<file path="config.mk">
export PLATFORM = sky130hd
export DESIGN_NAME = div_unit
export DESIGN_NICKNAME = d
export VERILOG_FILES = /design/src/rtl/cpu_pkg.sv /design/src/rtl/div_unit.sv
export SDC_FILE = /design/constraint.sdc
export NUM_CORES = 1
export LEC_CHECK = 0
export BUFFER_PORTS_ARGS = -buffer_cell sky130_fd_sc_hd__buf_4
export CAP_MARGIN = 20
export CORE_ASPECT_RATIO = 0.9
export CORE_MARGIN = 2
export CORE_UTILIZATION = 50
export CTS_CLUSTER_SIZE = 14
export DETAILED_ROUTE_END_ITERATION = 7
export GPL_TIMING_DRIVEN = 0
export PLACE_DENSITY = 0.8
export SKIP_LAST_GASP = 1
export SLEW_MARGIN = 10
export SYNTH_ARGS = -nofsm -noshare
export SYNTH_HDL_FRONTEND = slang
export SYNTH_SLANG_ARGS = --single-unit
</file>
<file path="constraint.sdc">
create_clock -name clock -period 4.1 [get_ports clock]
set_clock_uncertainty 0.15 [all_clocks]
set_input_delay 0.205 -clock clock [delete_from_list [all_inputs] [get_ports clock]]
set_output_delay 0.205 -clock clock [all_outputs]
set_load 0.02 [all_outputs]
</file>
<file path="src/rtl/cpu_pkg.sv">
// Shared CPU definitions: divider width and divider FSM state encoding.
package cpu_pkg;

  localparam int unsigned DIV_WIDTH = 32;
  localparam int unsigned DIV_CNT_W = $clog2(DIV_WIDTH) + 1;

  typedef enum logic [2:0] {
    IDLE = 3'd0,
    RUN  = 3'd1,
    FIX  = 3'd2,
    DONE = 3'd3,
    ZERO = 3'd4
  } div_state_t;

endpackage

</file>
<file path="src/rtl/div_unit.sv">
// Multicycle signed restoring divider for MIPS DIV.
// Quotient truncates toward zero; remainder takes the dividend's sign.
module div_unit
  import cpu_pkg::*;
#(
  parameter int unsigned WIDTH = DIV_WIDTH
) (
  input  logic             clock,
  input  logic             reset,
  input  logic             start,
  input  logic [WIDTH-1:0] a,
  input  logic [WIDTH-1:0] b,
  output logic [WIDTH-1:0] hi,
  output logic [WIDTH-1:0] lo,
  output logic             div_stop,
  output logic             div_zero,
  output logic             busy
);

  localparam int unsigned CNT_W = $clog2(WIDTH) + 1;

  div_state_t       state_q;
  logic [WIDTH-1:0] rem_q;
  logic [WIDTH-1:0] quo_q;
  logic [WIDTH-1:0] dvs_q;
  logic [CNT_W-1:0] cnt_q;
  logic             sign_q_q;
  logic             sign_r_q;
  logic [WIDTH-1:0] hi_q;
  logic [WIDTH-1:0] lo_q;
  logic             stop_q;
  logic             zero_q;
  logic             busy_q;

  logic [WIDTH:0]   rem_shift;
  logic [WIDTH:0]   trial;
  logic [WIDTH-1:0] rem_d;
  logic [WIDTH-1:0] quo_d;
  logic [WIDTH-1:0] a_mag;
  logic [WIDTH-1:0] b_mag;
  logic [WIDTH-1:0] quo_fix;
  logic [WIDTH-1:0] rem_fix;

  // Trial subtraction for one restoring step, plus operand magnitudes and result sign fix-up.
  always_comb begin
    rem_shift = {rem_q, quo_q[WIDTH-1]};
    trial     = rem_shift - {1'b0, dvs_q};
    rem_d     = rem_shift[WIDTH-1:0];
    quo_d     = {quo_q[WIDTH-2:0], 1'b0};
    if (!trial[WIDTH]) begin
      rem_d = trial[WIDTH-1:0];
      quo_d = {quo_q[WIDTH-2:0], 1'b1};
    end
    // Unsigned magnitudes: the most negative value maps onto itself, which is still correct.
    a_mag   = a[WIDTH-1] ? (~a + WIDTH'(1)) : a;
    b_mag   = b[WIDTH-1] ? (~b + WIDTH'(1)) : b;
    quo_fix = sign_q_q ? (~quo_q + WIDTH'(1)) : quo_q;
    rem_fix = sign_r_q ? (~rem_q + WIDTH'(1)) : rem_q;
  end

  // Divider FSM and datapath; all outputs registered.
  always_ff @(posedge clock) begin
    if (reset) begin
      state_q  <= IDLE;
      rem_q    <= '0;
      quo_q    <= '0;
      dvs_q    <= '0;
      cnt_q    <= '0;
      sign_q_q <= 1'b0;
      sign_r_q <= 1'b0;
      hi_q     <= '0;
      lo_q     <= '0;
      stop_q   <= 1'b0;
      zero_q   <= 1'b0;
      busy_q   <= 1'b0;
    end else begin
      stop_q <= 1'b0;
      zero_q <= 1'b0;
      case (state_q)
        IDLE: begin
          if (start) begin
            busy_q <= 1'b1;
            if (b == '0) begin
              state_q <= ZERO;
            end else begin
              quo_q    <= a_mag;
              dvs_q    <= b_mag;
              rem_q    <= '0;
              cnt_q    <= '0;
              sign_q_q <= a[WIDTH-1] ^ b[WIDTH-1];
              sign_r_q <= a[WIDTH-1];
              state_q  <= RUN;
            end
          end
        end
        RUN: begin
          rem_q <= rem_d;
          quo_q <= quo_d;
          cnt_q <= cnt_q + CNT_W'(1);
          if (cnt_q == CNT_W'(WIDTH - 1)) begin
            state_q <= FIX;
          end
        end
        FIX: begin
          lo_q    <= quo_fix;
          hi_q    <= rem_fix;
          stop_q  <= 1'b1;
          state_q <= DONE;
        end
        DONE: begin
          busy_q  <= 1'b0;
          state_q <= IDLE;
        end
        ZERO: begin
          // Zero divisor: flag only, leave hi/lo untouched.
          zero_q  <= 1'b1;
          busy_q  <= 1'b0;
          state_q <= IDLE;
        end
        default: begin
          busy_q  <= 1'b0;
          state_q <= IDLE;
        end
      endcase
    end
  end

  assign hi       = hi_q;
  assign lo       = lo_q;
  assign div_stop = stop_q;
  assign div_zero = zero_q;
  assign busy     = busy_q;

endmodule

</file>
==> flow_summary.yaml <==
clock_network:
  clk_latency_ps: 440
  h-tree-depth: 4
  clk_pin_slew_ps: 70
  clk_path_buf_depth: 2
  cts.sinks: 174
  cts_tree: "yes"
  cts_buffers: 17
  root_buffer: "clkbuf_16"
synthesis:
  synthDistinctLibCells: 64
  yosysSeqAreaShare_pct: 33.0
  avgSynthCellArea_sq_um: 8.09
  yosys_warnings: 0
  netlist_area_sq_um: 10600
  synthFlopType: "dfxtp_1"
  synth-edff-count: 0
  async_reset_ff_share_pct: 0
  synth_nets: 1409
  synth_seq_cells: 174
  synthCells: 1304
critical_path:
  timing.rr.end: "rem_q[27]"
  crit_start: "rem_q[22]"
  path_class: "flop to flop"
  rrSetupSlack_ps: 200
  cp_max_fo: 10
  setup.worst_path.end: "rem_q[27]"
  cp-end-kind: "flop"
  crit_path_start_kind: "flop"
  regToRegStartpoint: "rem_q[22]"
  ff2ff_path_depth: 11
  crit_required_ps: 4310
  arrival_ps: 4110
grt:
  top_usage_layer: "met2"
  grt_pass1_wl_um: 48400
  grtUsageMet3_pct: 5.68
  grt_util_all_layers_pct: 27.2
  grtUsageMet2_pct: 40.2
  grt_max_degree: 19
  use_met1_pct: 39.6
  grt_pass1_vias: 9521
  grt_overflow: 0
  antenna_found_initial: 0
route:
  drt-pass1-iter-count: 6
  drc_errors: 0
  vias: 10431
  wl_per_cell_um: 17.1
  avgViaCountPerCell: 5.86
  routed_wl_um: 30500
  antenna_left: 0
  drt_iter0_markers: 1131
die:
  fp.dieW_um: 157
  dieArea_sq_um: 22300
  coreArea_sq_um: 20800
  io_pins: 134
  core.rowCount: 50
  die_y_um: 142
  start_util_pct: 50.8
job:
  maxCapViolCount: 0
sta:
  slew_headroom_pct: 48.3
  post-route-min-period_ps: 3900
  max_freq_mhz: 256
  finalSetupViolations: 0
  hold_viol: 0
  drv_slew: 0
  timing.setup.tns_ps: 0
  tightestPinTransition_ps: 775
  period_share_pct: 95.1
  grt_setup_unrepaired: "no"
power:
  powerDensity_nw_per_um2: 327
  irDropWorstVdd_mv: 0.242
  leakage_uw: 0.00490
final_layout:
  antennaDiodeCount: 0
  drive_gt1_share_pct: 13.1
  syn_to_final_growth_pct: 20.9
  fill_cells: 1822
  stdcell_area_sq_um: 12800
  final_nets: 1587
min_path:
  hp-class: "primary input to flop"
placement:
  gp_congestion: 1.01
  portBuffers: 132
  post-dp-hpwl_um: 23200
  postPlaceCellArea_sq_um: 11900
outcome:
  status: "finished, final reports clean"
[state kept, by name, summed over array words and instances (netlist names), 3 cells and up]
| name | cells |
|---|---|
| quo_q | 32 |
| cnt_q | 6 |
| hi | 32 |
| lo | 32 |
| rem_q | 32 |
| state_q | 3 |
| dvs_q | 32 |
[final cells by class]
type	count	area (sq um)	share of cell area [%]
inverters	45	169	1.32
clock buffers	18	429	3.36
repair buffers	159	1260	9.88
plain buffers	81	345	2.71
flip-flops and latches	174	3480	27.3
multi-input cells	1004	6570	51.5
well taps	286	358	2.80
clock inverters	14	148	1.16
[metal layers]
layer	share of wire [%]	up-vias	routed length, um
met5	0	-	0
met4	1.7	0	515
met3	9.9	43	3000
met2	42	483	12700
met1	47	4804	14200
li1	-	5101	-
[power breakdown]
group | switching (uW) | internal (uW)
clock | 777 | 810
combinational | 457 | 321
sequential | 60.7 | 1740
total | 1290 | 2870
[logic make-up (layout without fill, tap and decap cells)]
| family | count (synthesis) | count (layout) | synth area share (%) |
|---|---|---|---|
| simple gates | 422 | 422 | 18.5 |
| flops | 174 | 174 | 33.0 |
| compound gates | 374 | 374 | 24.6 |
| mux | 24 | 24 | 2.30 |
| xor+xnor | 146 | 146 | 12.1 |
| fa+ha+maj | 38 | 38 | 4.58 |
| buf+inv | 126 | 317 | 4.87 |
[repair_timing]
action / CTS / global route
buffers inserted: 0 / 0
resized for setup: 0 / 1
hold endpoints to repair: 27 / 0
endpoints found under the setup margin: 0 / 22
hold buffers: 27 / 0
[placed cells by master (no fill, tap or decap), drive strengths merged, types with 56 or more instances in the layout]
master / count
a211oi: 87
dfxtp: 174
buf: 150
xnor2: 68
clkbuf: 81
a21oi: 56
o21ai: 86
xor2: 78
nand2: 131
nor2: 156
[per-stage QoR]
step           total power, uW  worst slack [ps]  cells  hold slack [ps]  util [%]
2_1_floorplan             2340               913   1304              186         -
3_3_place_gp              2550               316   1722              293      57.3
3_5_place_dp              2570               221   1722              294      57.3
4_1_cts                   4150               193   1781             1.40      61.4
5_1_grt                   4330              35.9   1781             21.9      61.4
6_report                  4170               201   1781             6.35      61.4
[cell usage after synthesis (all sizes together) (4+ instances only)]
cell type    n  area (sq um)
dfxtp      174          3480
nor2       156           593
nand2      131           492
a211oi      87           653
o21ai       86           434
xor2        78           683
xnor2       68           596
clkbuf      63           236
a21oi       56           280
inv         45           169
ha          37           463
o31ai       32           240
a222oi      29           290
mux2i       22           220
nor3        20           100
o41ai       19           166
buf         18           109
or4         18           146
nand3       14          70.1
nand2b      12          75.1
or3         12          75.1
a21o        11          82.6
and2        11          71.3
nor4        11          81.3
and3         9          56.3
a32oi        8          70.1
or2          8          50.1
nand4        7          43.8
o211ai       7          52.6
a31oi        5          31.3
o21bai       5          37.5
a21boi       4          30.0
nor2b        4          25.0
[worst min-delay path by stage]
stage                    from          to  slack [ps]  depth (start not counted)
finish                   b[7]    dvs_q[7]           6                          3
global route             a[9]    quo_q[9]          20                          4
CTS                     a[17]   quo_q[17]           1                          4
detailed placement  dvs_q[30]   dvs_q[30]         290                          2
global placement    dvs_q[30]   dvs_q[30]         290                          2
floorplan               start  state_q[2]         190                          2
[worst max-delay path, stage by stage (launching register included)]
cell and delay (ps):
dfxtp_1 540, ha_1 300, clkbuf_1 200, a21oi_1 320, o21ai_0 200, nor2_1 210, nand4bb_1 230, and2_1 270
a311oi_4 590, buf_2 380, nand2_1 190, o21ai_0 230
Power figures use the tool's default switching activity.
